===== src/rtl/tli4970_pkg.sv =====
// Shared constants, FSM state type and register map for the TLI4970 sensor emulator.
package tli4970_pkg;
  localparam int TYPE_BIT    = 15;
  localparam int CURRENT_MSB = 12;
  localparam int STATUS_W    = 15;
  localparam int FRAME_BITS  = 16;
  localparam int CNT_W       = $clog2(FRAME_BITS + 1);

  typedef enum logic [1:0] {ST_IDLE, ST_LOAD, ST_SHIFT} state_t;

  localparam logic [7:0]  ADDR_STATUS = 8'h10;
  localparam logic [7:0]  ADDR_DONE   = 8'h20;
  localparam logic [7:0]  ADDR_ABORT  = 8'h21;
  localparam logic [7:0]  ADDR_CONFL  = 8'h22;
  localparam logic [31:0] RD_UNMAPPED = 32'hdeadbeef;

  // A pending status word wins over the current reading for exactly one frame.
  function automatic logic [FRAME_BITS-1:0] frame_word(
    input logic                 pending,
    input logic [STATUS_W-1:0]  status,
    input logic [CURRENT_MSB:0] current
  );
    return pending ? {1'b1, status} : {3'b000, current};
  endfunction
endpackage


===== src/rtl/tli4970_emulator_spi_slave_shifter.sv =====
// SPI slave datapath: input synchronizers, edge detect, 16-bit output shifter and fall counter.
module spi_slave_shifter
  import tli4970_pkg::*;
#(
  parameter int NUMBER_OF_SENSORS = 2,
  parameter int SYNC_STAGES       = 2
) (
  input  logic                         clock,
  input  logic                         reset,
  input  logic [NUMBER_OF_SENSORS-1:0] ss_n_i,
  input  logic                         sck_i,
  input  logic                         load,
  input  logic [FRAME_BITS-1:0]        load_word,
  input  logic                         active,
  input  logic                         stop,
  output logic [NUMBER_OF_SENSORS-1:0] ss_sync,
  output logic [NUMBER_OF_SENSORS-1:0] ss_fall,
  output logic [CNT_W-1:0]             bit_cnt,
  output logic                         miso_o,
  output logic                         miso_oe
);
  logic [SYNC_STAGES-1:0][NUMBER_OF_SENSORS-1:0] ss_pipe;
  logic [SYNC_STAGES-1:0]                        sck_pipe;
  logic [NUMBER_OF_SENSORS-1:0]                  ss_prev;
  logic                                          sck_prev, sck_sync, sck_rise, sck_fall;
  logic [FRAME_BITS-1:0]                         shreg;

  assign ss_sync  = ss_pipe[SYNC_STAGES-1];
  assign sck_sync = sck_pipe[SYNC_STAGES-1];
  assign ss_fall  = ss_prev & ~ss_sync;
  assign sck_rise = sck_sync & ~sck_prev;
  assign sck_fall = ~sck_sync & sck_prev;

  always_ff @(posedge clock or posedge reset) begin
    if (reset) begin
      ss_pipe  <= '1;
      sck_pipe <= '0;
      ss_prev  <= '1;
      sck_prev <= 1'b0;
      shreg    <= '0;
      bit_cnt  <= '0;
      miso_o   <= 1'b0;
      miso_oe  <= 1'b0;
    end else begin
      ss_pipe  <= {ss_pipe[SYNC_STAGES-2:0], ss_n_i};
      sck_pipe <= {sck_pipe[SYNC_STAGES-2:0], sck_i};
      ss_prev  <= ss_sync;
      sck_prev <= sck_sync;
      if (load) begin
        shreg   <= load_word;
        miso_o  <= load_word[FRAME_BITS-1];
        miso_oe <= 1'b1;
        bit_cnt <= '0;
      end else if (stop) begin
        miso_o  <= 1'b0;
        miso_oe <= 1'b0;
      end else if (active) begin
        // MSB is already on the line, so the first rise has nothing to shift;
        // zeros shifted in keep miso low on surplus edges.
        if (sck_rise && bit_cnt != '0) begin
          shreg  <= {shreg[FRAME_BITS-2:0], 1'b0};
          miso_o <= shreg[FRAME_BITS-2];
        end
        if (sck_fall && bit_cnt != CNT_W'(FRAME_BITS))
          bit_cnt <= bit_cnt + 1'b1;
      end
    end
  end
endmodule


===== src/rtl/tli4970_emulator.sv =====
// TLI4970 multi-sensor emulator: Avalon-MM register file, chip-select arbitration and frame counters.
module tli4970_emulator
  import tli4970_pkg::*;
#(
  parameter int NUMBER_OF_SENSORS = 2,
  parameter int SYNC_STAGES       = 2
) (
  input  logic                         clock,
  input  logic                         reset,
  input  logic [7:0]                   address,
  input  logic                         write,
  input  logic [31:0]                  writedata,
  input  logic                         read,
  output logic [31:0]                  readdata,
  output logic                         waitrequest,
  input  logic [NUMBER_OF_SENSORS-1:0] ss_n_i,
  input  logic                         sck_i,
  output logic                         miso_o,
  output logic                         miso_oe
);
  localparam int IDXW = (NUMBER_OF_SENSORS > 1) ? $clog2(NUMBER_OF_SENSORS) : 1;

  logic [NUMBER_OF_SENSORS-1:0][CURRENT_MSB:0] cur_q;
  logic [NUMBER_OF_SENSORS-1:0][STATUS_W-1:0]  st_q;
  logic [NUMBER_OF_SENSORS-1:0]                pend_q;
  logic [31:0]                                 done_q, abort_q, confl_q, rd_mux;
  logic                                        rd_ack;
  state_t                                      state_q, state_d;
  logic [IDXW-1:0]                             sel_q, sel_d;
  logic                                        load, stop, inc_done, inc_abort, inc_confl, cnt_clr;
  logic [FRAME_BITS-1:0]                       word;
  logic [NUMBER_OF_SENSORS-1:0]                ss_sync, ss_fall;
  logic [CNT_W-1:0]                            bit_cnt;

  spi_slave_shifter #(
    .NUMBER_OF_SENSORS(NUMBER_OF_SENSORS),
    .SYNC_STAGES      (SYNC_STAGES)
  ) u_shifter (
    .clock    (clock),
    .reset    (reset),
    .ss_n_i   (ss_n_i),
    .sck_i    (sck_i),
    .load     (load),
    .load_word(word),
    .active   (state_q == ST_SHIFT),
    .stop     (stop),
    .ss_sync  (ss_sync),
    .ss_fall  (ss_fall),
    .bit_cnt  (bit_cnt),
    .miso_o   (miso_o),
    .miso_oe  (miso_oe)
  );

  always_comb begin
    word = '0;
    for (int i = 0; i < NUMBER_OF_SENSORS; i++)
      if (sel_q == IDXW'(i)) word = frame_word(pend_q[i], st_q[i], cur_q[i]);
  end

  always_comb begin
    state_d   = state_q;
    sel_d     = sel_q;
    load      = 1'b0;
    stop      = 1'b0;
    inc_done  = 1'b0;
    inc_abort = 1'b0;
    inc_confl = 1'b0;
    unique case (state_q)
      ST_IDLE:
        if (|ss_fall) begin
          state_d   = ST_LOAD;
          inc_confl = $countones(~ss_sync) > 1;
          for (int i = NUMBER_OF_SENSORS - 1; i >= 0; i--)
            if (!ss_sync[i]) sel_d = IDXW'(i);
        end
      ST_LOAD: begin
        load    = 1'b1;
        state_d = ST_SHIFT;
      end
      ST_SHIFT: begin
        // Only the line that started the frame can end it.
        for (int i = 0; i < NUMBER_OF_SENSORS; i++)
          if (sel_q == IDXW'(i) && ss_sync[i]) stop = 1'b1;
        if (stop) begin
          state_d   = ST_IDLE;
          inc_done  = (bit_cnt == CNT_W'(FRAME_BITS));
          inc_abort = (bit_cnt != CNT_W'(FRAME_BITS));
        end
      end
      default: state_d = ST_IDLE;
    endcase
  end

  always_comb begin
    rd_mux = RD_UNMAPPED;
    case (address)
      ADDR_DONE:  rd_mux = done_q;
      ADDR_ABORT: rd_mux = abort_q;
      ADDR_CONFL: rd_mux = confl_q;
      default:    ;
    endcase
    for (int i = 0; i < NUMBER_OF_SENSORS; i++) begin
      if (address == 8'(i))               rd_mux = {{(31-CURRENT_MSB){cur_q[i][CURRENT_MSB]}}, cur_q[i]};
      if (address == ADDR_STATUS + 8'(i)) rd_mux = {pend_q[i], 16'b0, st_q[i]};
    end
  end

  assign waitrequest = read & ~rd_ack;
  assign cnt_clr     = write && (address == ADDR_DONE || address == ADDR_ABORT || address == ADDR_CONFL);

  always_ff @(posedge clock or posedge reset) begin
    if (reset) begin
      state_q  <= ST_IDLE;
      sel_q    <= '0;
      cur_q    <= '0;
      st_q     <= '0;
      pend_q   <= '0;
      done_q   <= '0;
      abort_q  <= '0;
      confl_q  <= '0;
      readdata <= '0;
      rd_ack   <= 1'b0;
    end else begin
      state_q <= state_d;
      sel_q   <= sel_d;
      rd_ack  <= read & ~rd_ack;
      if (read && !rd_ack) readdata <= rd_mux;
      for (int i = 0; i < NUMBER_OF_SENSORS; i++) begin
        if (write && address == 8'(i)) cur_q[i] <= writedata[CURRENT_MSB:0];
        // A host status write in the same cycle as the frame load keeps the new word pending.
        if (write && address == ADDR_STATUS + 8'(i)) begin
          st_q[i]   <= writedata[STATUS_W-1:0];
          pend_q[i] <= 1'b1;
        end else if (load && sel_q == IDXW'(i)) begin
          pend_q[i] <= 1'b0;
        end
      end
      if (cnt_clr) begin
        done_q  <= '0;
        abort_q <= '0;
        confl_q <= '0;
      end else begin
        if (inc_done)  done_q  <= done_q + 1'b1;
        if (inc_abort) abort_q <= abort_q + 1'b1;
        if (inc_confl) confl_q <= confl_q + 1'b1;
      end
    end
  end
endmodule

===== config.mk =====
export PLATFORM = sky130hd
export DESIGN_NAME = tli4970_emulator
export DESIGN_NICKNAME = d
export VERILOG_FILES = /design/src/rtl/tli4970_pkg.sv /design/src/rtl/tli4970_emulator_spi_slave_shifter.sv /design/src/rtl/tli4970_emulator.sv
export SDC_FILE = /design/constraint.sdc
export NUM_CORES = 1
export LEC_CHECK = 0
export CORE_UTILIZATION = 60
export DETAILED_ROUTE_END_ITERATION = 10
export PLACE_DENSITY = 0.83
export SLEW_MARGIN = 20
export SYNTH_ARGS = -nofsm -noshare
export SYNTH_HDL_FRONTEND = slang
export SYNTH_SLANG_ARGS = --single-unit

===== constraint.sdc =====
create_clock -name clock -period 9.35 [get_ports clock]
set_input_delay 1.4025 -clock clock [delete_from_list [all_inputs] [get_ports clock]]
set_output_delay 1.4025 -clock clock [all_outputs]
set_load 0.02 [all_outputs]

==> results.md, run 1 <==
- Register bit count reported by yosys: 221
- # clock sinks: 221
- Die Y: 142 um
- Global-route met1 utilization: 0.404
- Post-route DRC: 0
- Routability Congestion: 0.863
- First-pass GRT wire length: 50200 um
- RSZ-0062 raised after global routing: false
- Wirelength per Cell: 20.4 um
- Top delay family on crit path: buffers and inverters
- Data arrival, critical path: 3.14 ns
- Non-filler cells, final: 1513
- Post-route ant nets: 0
- Vias/cell: 6.43
- Req. time, crit path: 7.95 ns
- Critical Path Max Stage Delay: 0.59 ns
- Most common cell in the synthesized netlist: dfrtp_1
- Postcts setup bufs: 0
- Htree depth: 1
- DP HPWL: 20000 um
- Placeable core area: 18900 um2
- Synth area leaders: dfrtp_1 46%, mux2_2 7.4%, xnor2_1 4.6%, nor2_1 3.7%, a21oi_1 3.0%
- Layout cells sized above 1: 0.119
- Worst Max-Slew Pin Slew: 1.09 ns
- Fraction of registers with async set or reset after synthesis: 1.00
- CP most frequent cell: clkdlybuf4s50_1
- Worst Setup EP: waitrequest
- I/O Buffers: 64
- Hold Crit Class: reg -> reg
- Commonest register cell after synthesis: dfrtp_1
- Synth top area share: 0.460
- P per Cell Area: 237 nW/um2
- CP Launch Point: read
- TNS Setup: 0 ns
- IO Count: 82
- Final Max Tran Viols: 0
- Leading area contributor after synthesis: dfrtp_1
- Switch Pwr: 1.10 mW
- Diode count: 0
- CTS root buf: clkbuf_16
- Cell area after layout: 13300 um2
- Hold slack: 0.351 ns
- Sequential share of power: 0.438
- Reg2Reg Launch Point: state_q[0]
- Nets: 1292
- Combinational fraction of design power: 0.264
- Syn. warnings: 0
- # Max-Cap Violations: 0
- Post-synthesis net count: 1267
- Starting Density: 0.620
- Pre-antenna DRT Iters: 5
- Post_cts resized: 0
- Critical Path Start Type: primary input
- Total global-route track usage: 0.316
- Worst clock skew: 0.0139 ns
- Grt ovf: 0
- Cts bufs inserted: 24
- 1st-iter DRT viols: 817
- Placed cells: 1471
- Upper clock frequency limit: 220 MHz
- Worst-case clock buffer depth: 3
- Switching Share: 0.348
- Met2 GRT Util: 0.541
- Pin count of the biggest net entering global routing: 148
- CP max-delay cell: clkdlybuf4s50_1
- Layout area overhead: 13.5%
- Met3 GRT Util: 0.0472
- Tcrit/Tclk final: 0.485
- VDD IR max: 166 uV
- Width of the chip: 142 um
- Synth cell types: 57
- Pleak: 5.24 nW
- DIE AREA: 20100 um2
- Grt peak-use layer: met2
- Syn Inst Count: 1212
- Status: complete, no violations
- Crit path max fanout: 42
- Crit Path Category: in -> out
- Vias in the first global route: 9564
- Synth cell count leaders: 215 x dfrtp_1, 114 x nor2_1, 88 x nand2_1, 77 x mux2_2
- Sequential area share after synthesis: 0.473
- R2R depth: 6
- R2r endpoint: done_q[31]
- CTS tree: done
- Num rows: 50
- Final hold vios: 0
- CP Cell Sequence: clkdlybuf4s50_1 -> nand2b_1 -> buf_4 -> inv_1 -> clkdlybuf4s50_1
- DP Area: 12500 um2
- Critical Path Stages: 5
- Worst slew margin: 0.271
- Clk Latency, worst-skew pair: 0.52 ns
- Fin crit period: 4.54 ns
- Final setup vio count: 0
- Clock power share: 0.298
- Internal: 2.05 mW
- Initial antenna violation count: 0
- Total vias in the final route: 9729
- Synth Cell Area: 11700 um2
- Post-synth EDFFs: 0
- Average size of a mapped cell: 9.66 um2
- CTS clk-pin slew, worst paths: 0.06 ns
- R2R setup slack: 6.31 ns
- Buf+Inv Stages, Crit Path: 4
- CP endpoint kind: output port
- Total routed wirelength: 30900 um
- Hold Buf Count CTS: 0
[state kept, by name, indices dropped and copies added (netlist names)]
| signal | count |
|---|---|
| u_shifter.sck_pipe | 2 |
| u_shifter.ss_sync | 2 |
| abort_q | 32 |
| u_shifter.bit_cnt | 5 |
| cur_q | 26 |
| state_q | 2 |
| rd_ack | 1 |
| u_shifter.ss_prev | 2 |
| u_shifter.sck_prev | 1 |
| done_q | 32 |
| u_shifter.miso_o | 1 |
| sel_q | 1 |
| pend_q | 2 |
| confl_q | 32 |
| st_q | 30 |
| readdata | 32 |
| u_shifter.miso_oe | 1 |
| u_shifter.ss_pipe | 2 |
| u_shifter.shreg | 15 |
[per-stage QoR]
stage	power (mW)	utilization	setup slack [ns]
after floorplan	1.93	-	1.91
final	3.15	0.703	4.81
after detailed placement	2.20	0.662	4.82
after global placement	2.16	0.662	4.83
after CTS	3.15	0.703	4.82
after global routing	3.31	0.703	4.72
[how the worst min path moves through the flow]
stage / from / end / slack (ns) / depth (start not counted)
final: u_shifter.sck_pipe[0] / u_shifter.sck_pipe[1] / 0.35 / 0
after global routing: u_shifter.ss_pipe[1] / u_shifter.ss_sync[1] / 0.35 / 0
after CTS: u_shifter.sck_pipe[0] / u_shifter.sck_pipe[1] / 0.35 / 0
after detailed placement: u_shifter.sck_pipe[0] / u_shifter.sck_pipe[1] / 0.34 / 0
after global placement: u_shifter.sck_pipe[0] / u_shifter.sck_pipe[1] / 0.34 / 0
after floorplan: u_shifter.sck_pipe[0] / u_shifter.sck_pipe[1] / 0.33 / 0
[metal layers]
metal | part of all wire | up-vias
li1 | - | 4432
met1 | 0.40 | 4787
met2 | 0.50 | 437
met3 | 0.068 | 73
met4 | 0.038 | 0
met5 | 0 | -
[worst reg2reg max path: cells and delay by family, from the launching register on]
kind                       cells  cell delay [ns]
DFF                            1             0.40
buffers and inverters          1             0.10
AOI/OAI and AO/OA              1             0.17
and+or+nand+nor                3             1.81
adders and majority gates      1             0.48
[power by group through the flow]
stage | clock network, mW | registers (mW) | logic (mW)
6_report | 0.938 | 1.38 | 0.831
5_1_grt | 0.981 | 1.41 | 0.919
4_1_cts | 0.947 | 1.37 | 0.825
3_5_place_dp | 0 | 1.39 | 0.811
3_3_place_gp | 0 | 1.38 | 0.780
2_1_floorplan | 0 | 1.32 | 0.611
[area by class of cell]
class / instances / area (um2)
clock inverters: 7 / 65.1
fillers: 1420 / 5610
inverters: 29 / 116
well taps: 260 / 325
flip-flops and latches: 221 / 5540
repair buffers: 81 / 768
clock buffers: 35 / 713
multi-input cells: 880 / 5760
[cell usage in the layout (no fill, tap or decap), types with 24 or more instances in the layout]
| cell type | synthesis | final |
|---|---|---|
| a21oi_1 | 69 | 69 |
| clkbuf_16 | 0 | 25 |
| clkdlybuf4s50_1 | 0 | 64 |
| dfrtp_1 | 215 | 215 |
| inv_1 | 29 | 28 |
| mux2_2 | 77 | 77 |
| mux2i_1 | 29 | 29 |
| nand2_1 | 88 | 88 |
| nand3_1 | 43 | 43 |
| nand4_1 | 32 | 32 |
| nor2_1 | 114 | 114 |
| nor3_1 | 44 | 42 |
| nor4_1 | 24 | 24 |
| o21ai_0 | 62 | 61 |
| o22ai_1 | 24 | 24 |
| xnor2_1 | 62 | 62 |
[cells by family after synthesis]
kind of cell	count (synthesis)	share of synthesized area
and+or+nand+nor	442	0.192
muxes	106	0.0989
adders and majority gates	8	0.00855
xor gates and xnor gates	80	0.0599
AOI/OAI and AO/OA	244	0.131
DFF	221	0.473
buffers and inverters	111	0.0362
(Power assumes the default switching activity.)
==> run 2: changes to the inputs <==
clock period = 4.49 ns   (was 9.35 ns; I/O delays follow)
==> run 2 against run 1 <==
Against the previous run:
- power up 110%
- worst hold slack better by 0.0017 ns
- sequential share of layout area down 0.21 points
- register-to-register slack worse by 4.8 ns
- sequential power up 110%
- worst setup slack worse by 3.5 ns
- global-route usage down 0.82 points
- die area unchanged
- highest routed layer unchanged
==> results.md, run 2 (synthesized netlist as in run 1, its figures left out) <==
- Htree depth: 1 (unchanged)
- FF/Latch Area: 5540 um2 (unchanged)
- DP HPWL: 20500 um (+2.5%)
- Total vias in the final route: 9737 (+0.082%)
- Crit Path Category: in -> out
- DIE AREA: 20100 um2 (unchanged)
- Final Worst Setup Slack: 1.27 ns (-3.54 ns)
- CP endpoint kind: output port
- Data arrival, critical path: 2.55 ns (-0.59 ns)
- Req. time, crit path: 3.82 ns (-4.13 ns)
- Worst Max-Slew Pin Slew: 1.05 ns (-0.0379 ns)
- Upper clock frequency limit: 310 MHz
- Nets: 1300 (+0.62%)
- CP Launch Point: read
- Worst slack at placement: 1.06 ns (-3.76 ns)
- Placeable core area: 18900 um2 (unchanged)
- Layout area overhead: 14.1%
- Worst hold start: u_shifter.sck_pipe[0]
- Vias/cell: 6.40 (-0.51%)
- Worst clock skew: 0.0255 ns (+0.0116 ns)
- Total routed wirelength: 30500 um (-1.2%)
- Postcts setup bufs: 0 (unchanged)
- P per Cell Area: 487 nW/um2 (+110%)
- RSZ-0062 raised after global routing: false
- Diode count: 0 (unchanged)
- Hold slack: 0.353 ns (+0.00172 ns)
- Hold Buf Count CTS: 0 (unchanged)
- CTS tree: done
- CTS root buf: clkbuf_16
- DP Area: 12600 um2 (+0.69%)
- Num rows: 50 (unchanged)
- Vias in the first global route: 9437 (-1.3%)
- Most common cell after layout, fill and taps aside: dfrtp_1
- Multi-input gate area: 5770 um2 (about the same)
- IO Count: 82 (unchanged)
- Worst slew margin: 0.298 (+0.0271)
- Fin crit period: 3.22 ns
- Clk Latency, worst-skew pair: 0.53 ns (about the same)
- Layout cells sized above 1: 0.123 (+0.00391)
- Die Y: 142 um (unchanged)
- Post-route DRC: 0 (unchanged)
- Commonest non-fill, non-tap cells in the layout: 215 x dfrtp_1, 114 x nor2_1, 88 x nand2_1
- I/O Buffers: 64 (unchanged)
- Cell area after layout: 13400 um2 (+0.50%)
- Pleak: 5.27 nW (+0.65%)
- Tcrit/Tclk final: 0.718
- Cts bufs inserted: 25 (+4.2%)
- Final setup vio count: 0 (unchanged)
- Final hold vios: 0 (unchanged)
- TNS Setup: 0 ns (unchanged)
- Post_cts resized: 0 (unchanged)
- Wirelength per Cell: 20.0 um (-1.8%)
- Final Max Tran Viols: 0 (unchanged)
- CTS clk-pin slew, worst paths: 0.06 ns (about the same)
- Width of the chip: 142 um (unchanged)
- Reg2Reg Launch Point: state_q[0]
- Filler cell count: 1392 (-2.0%)
- Post-route ant nets: 0 (unchanged)
- Pre-antenna DRT Iters: 5 (unchanged)
- 1st-iter DRT viols: 865 (+5.9%)
- Grt ovf: 0 (unchanged)
- Status: complete, no violations
- Total global-route track usage: 0.308 (-0.00823)
- Initial antenna violation count: 0 (unchanged)
- # Max-Cap Violations: 0 (unchanged)
- Placed cells: 1478 (+0.48%)
- Critical Path Start Type: primary input
- Total Power: 6.51 mW (+110%)
- Worst-case clock buffer depth: 3 (unchanged)
- VDD IR max: 317 uV (+92%)
- # clock sinks: 221 (unchanged)
- Hold Crit Class: reg -> reg
- Pin count of the biggest net entering global routing: 97 (-34%)
- Post-layout util: 0.707 (+0.00351)
- First-pass GRT wire length: 49000 um (-2.3%)
- Crit path max fanout: 13 (-69%)
- Non-filler cells, final: 1522 (+0.59%)
- Routability Congestion: 0.876 (+1.5%)
- Starting Density: 0.620 (unchanged)
[run 2: layout make-up]
type	count	area share
timing repair buffer	88	0.0643
inverter	29	0.00843
tap	260	0.0244
sequential	221	0.415
clock buffer	39	0.0545
clock inverter	5	0.00187
multi-input combinational	880	0.432
[run 2: path summary, 6_finish.rpt]
check                                              to  slack, ns  depth (start not counted)
worst max-delay path                      waitrequest       1.27                          4
worst min-delay path            u_shifter.sck_pipe[1]       0.35                          0
worst max register to register            confl_q[29]       1.52                          7
worst min register to register  u_shifter.sck_pipe[1]       0.35                          0
max in group asynchronous           u_shifter.miso_oe       2.81                          3
min in group asynchronous                  abort_q[7]       0.70                          2
[run 2: power by group]
| group | internal (mW) | switching [mW] |
|---|---|---|
| Combinational | 0.739 | 0.982 |
| Clock | 1.11 | 0.793 |
| Sequential | 2.39 | 0.499 |
| Total | 4.23 | 2.27 |
[run 2: critical path, cell delays in order]
cell	delay, ns
clkdlybuf4s50_1	0.49
nand2b_1	0.37
inv_1	0.36
clkdlybuf4s50_1	0.66
[run 2: per-layer routing]
metal  part of all wire  global-route usage  up-vias
met5                  0                   0        -
met4              0.039               0.127        0
met3              0.062              0.0405       90
met2               0.49               0.529      407
met1               0.41               0.394     4792
li1                   -                   -     4448
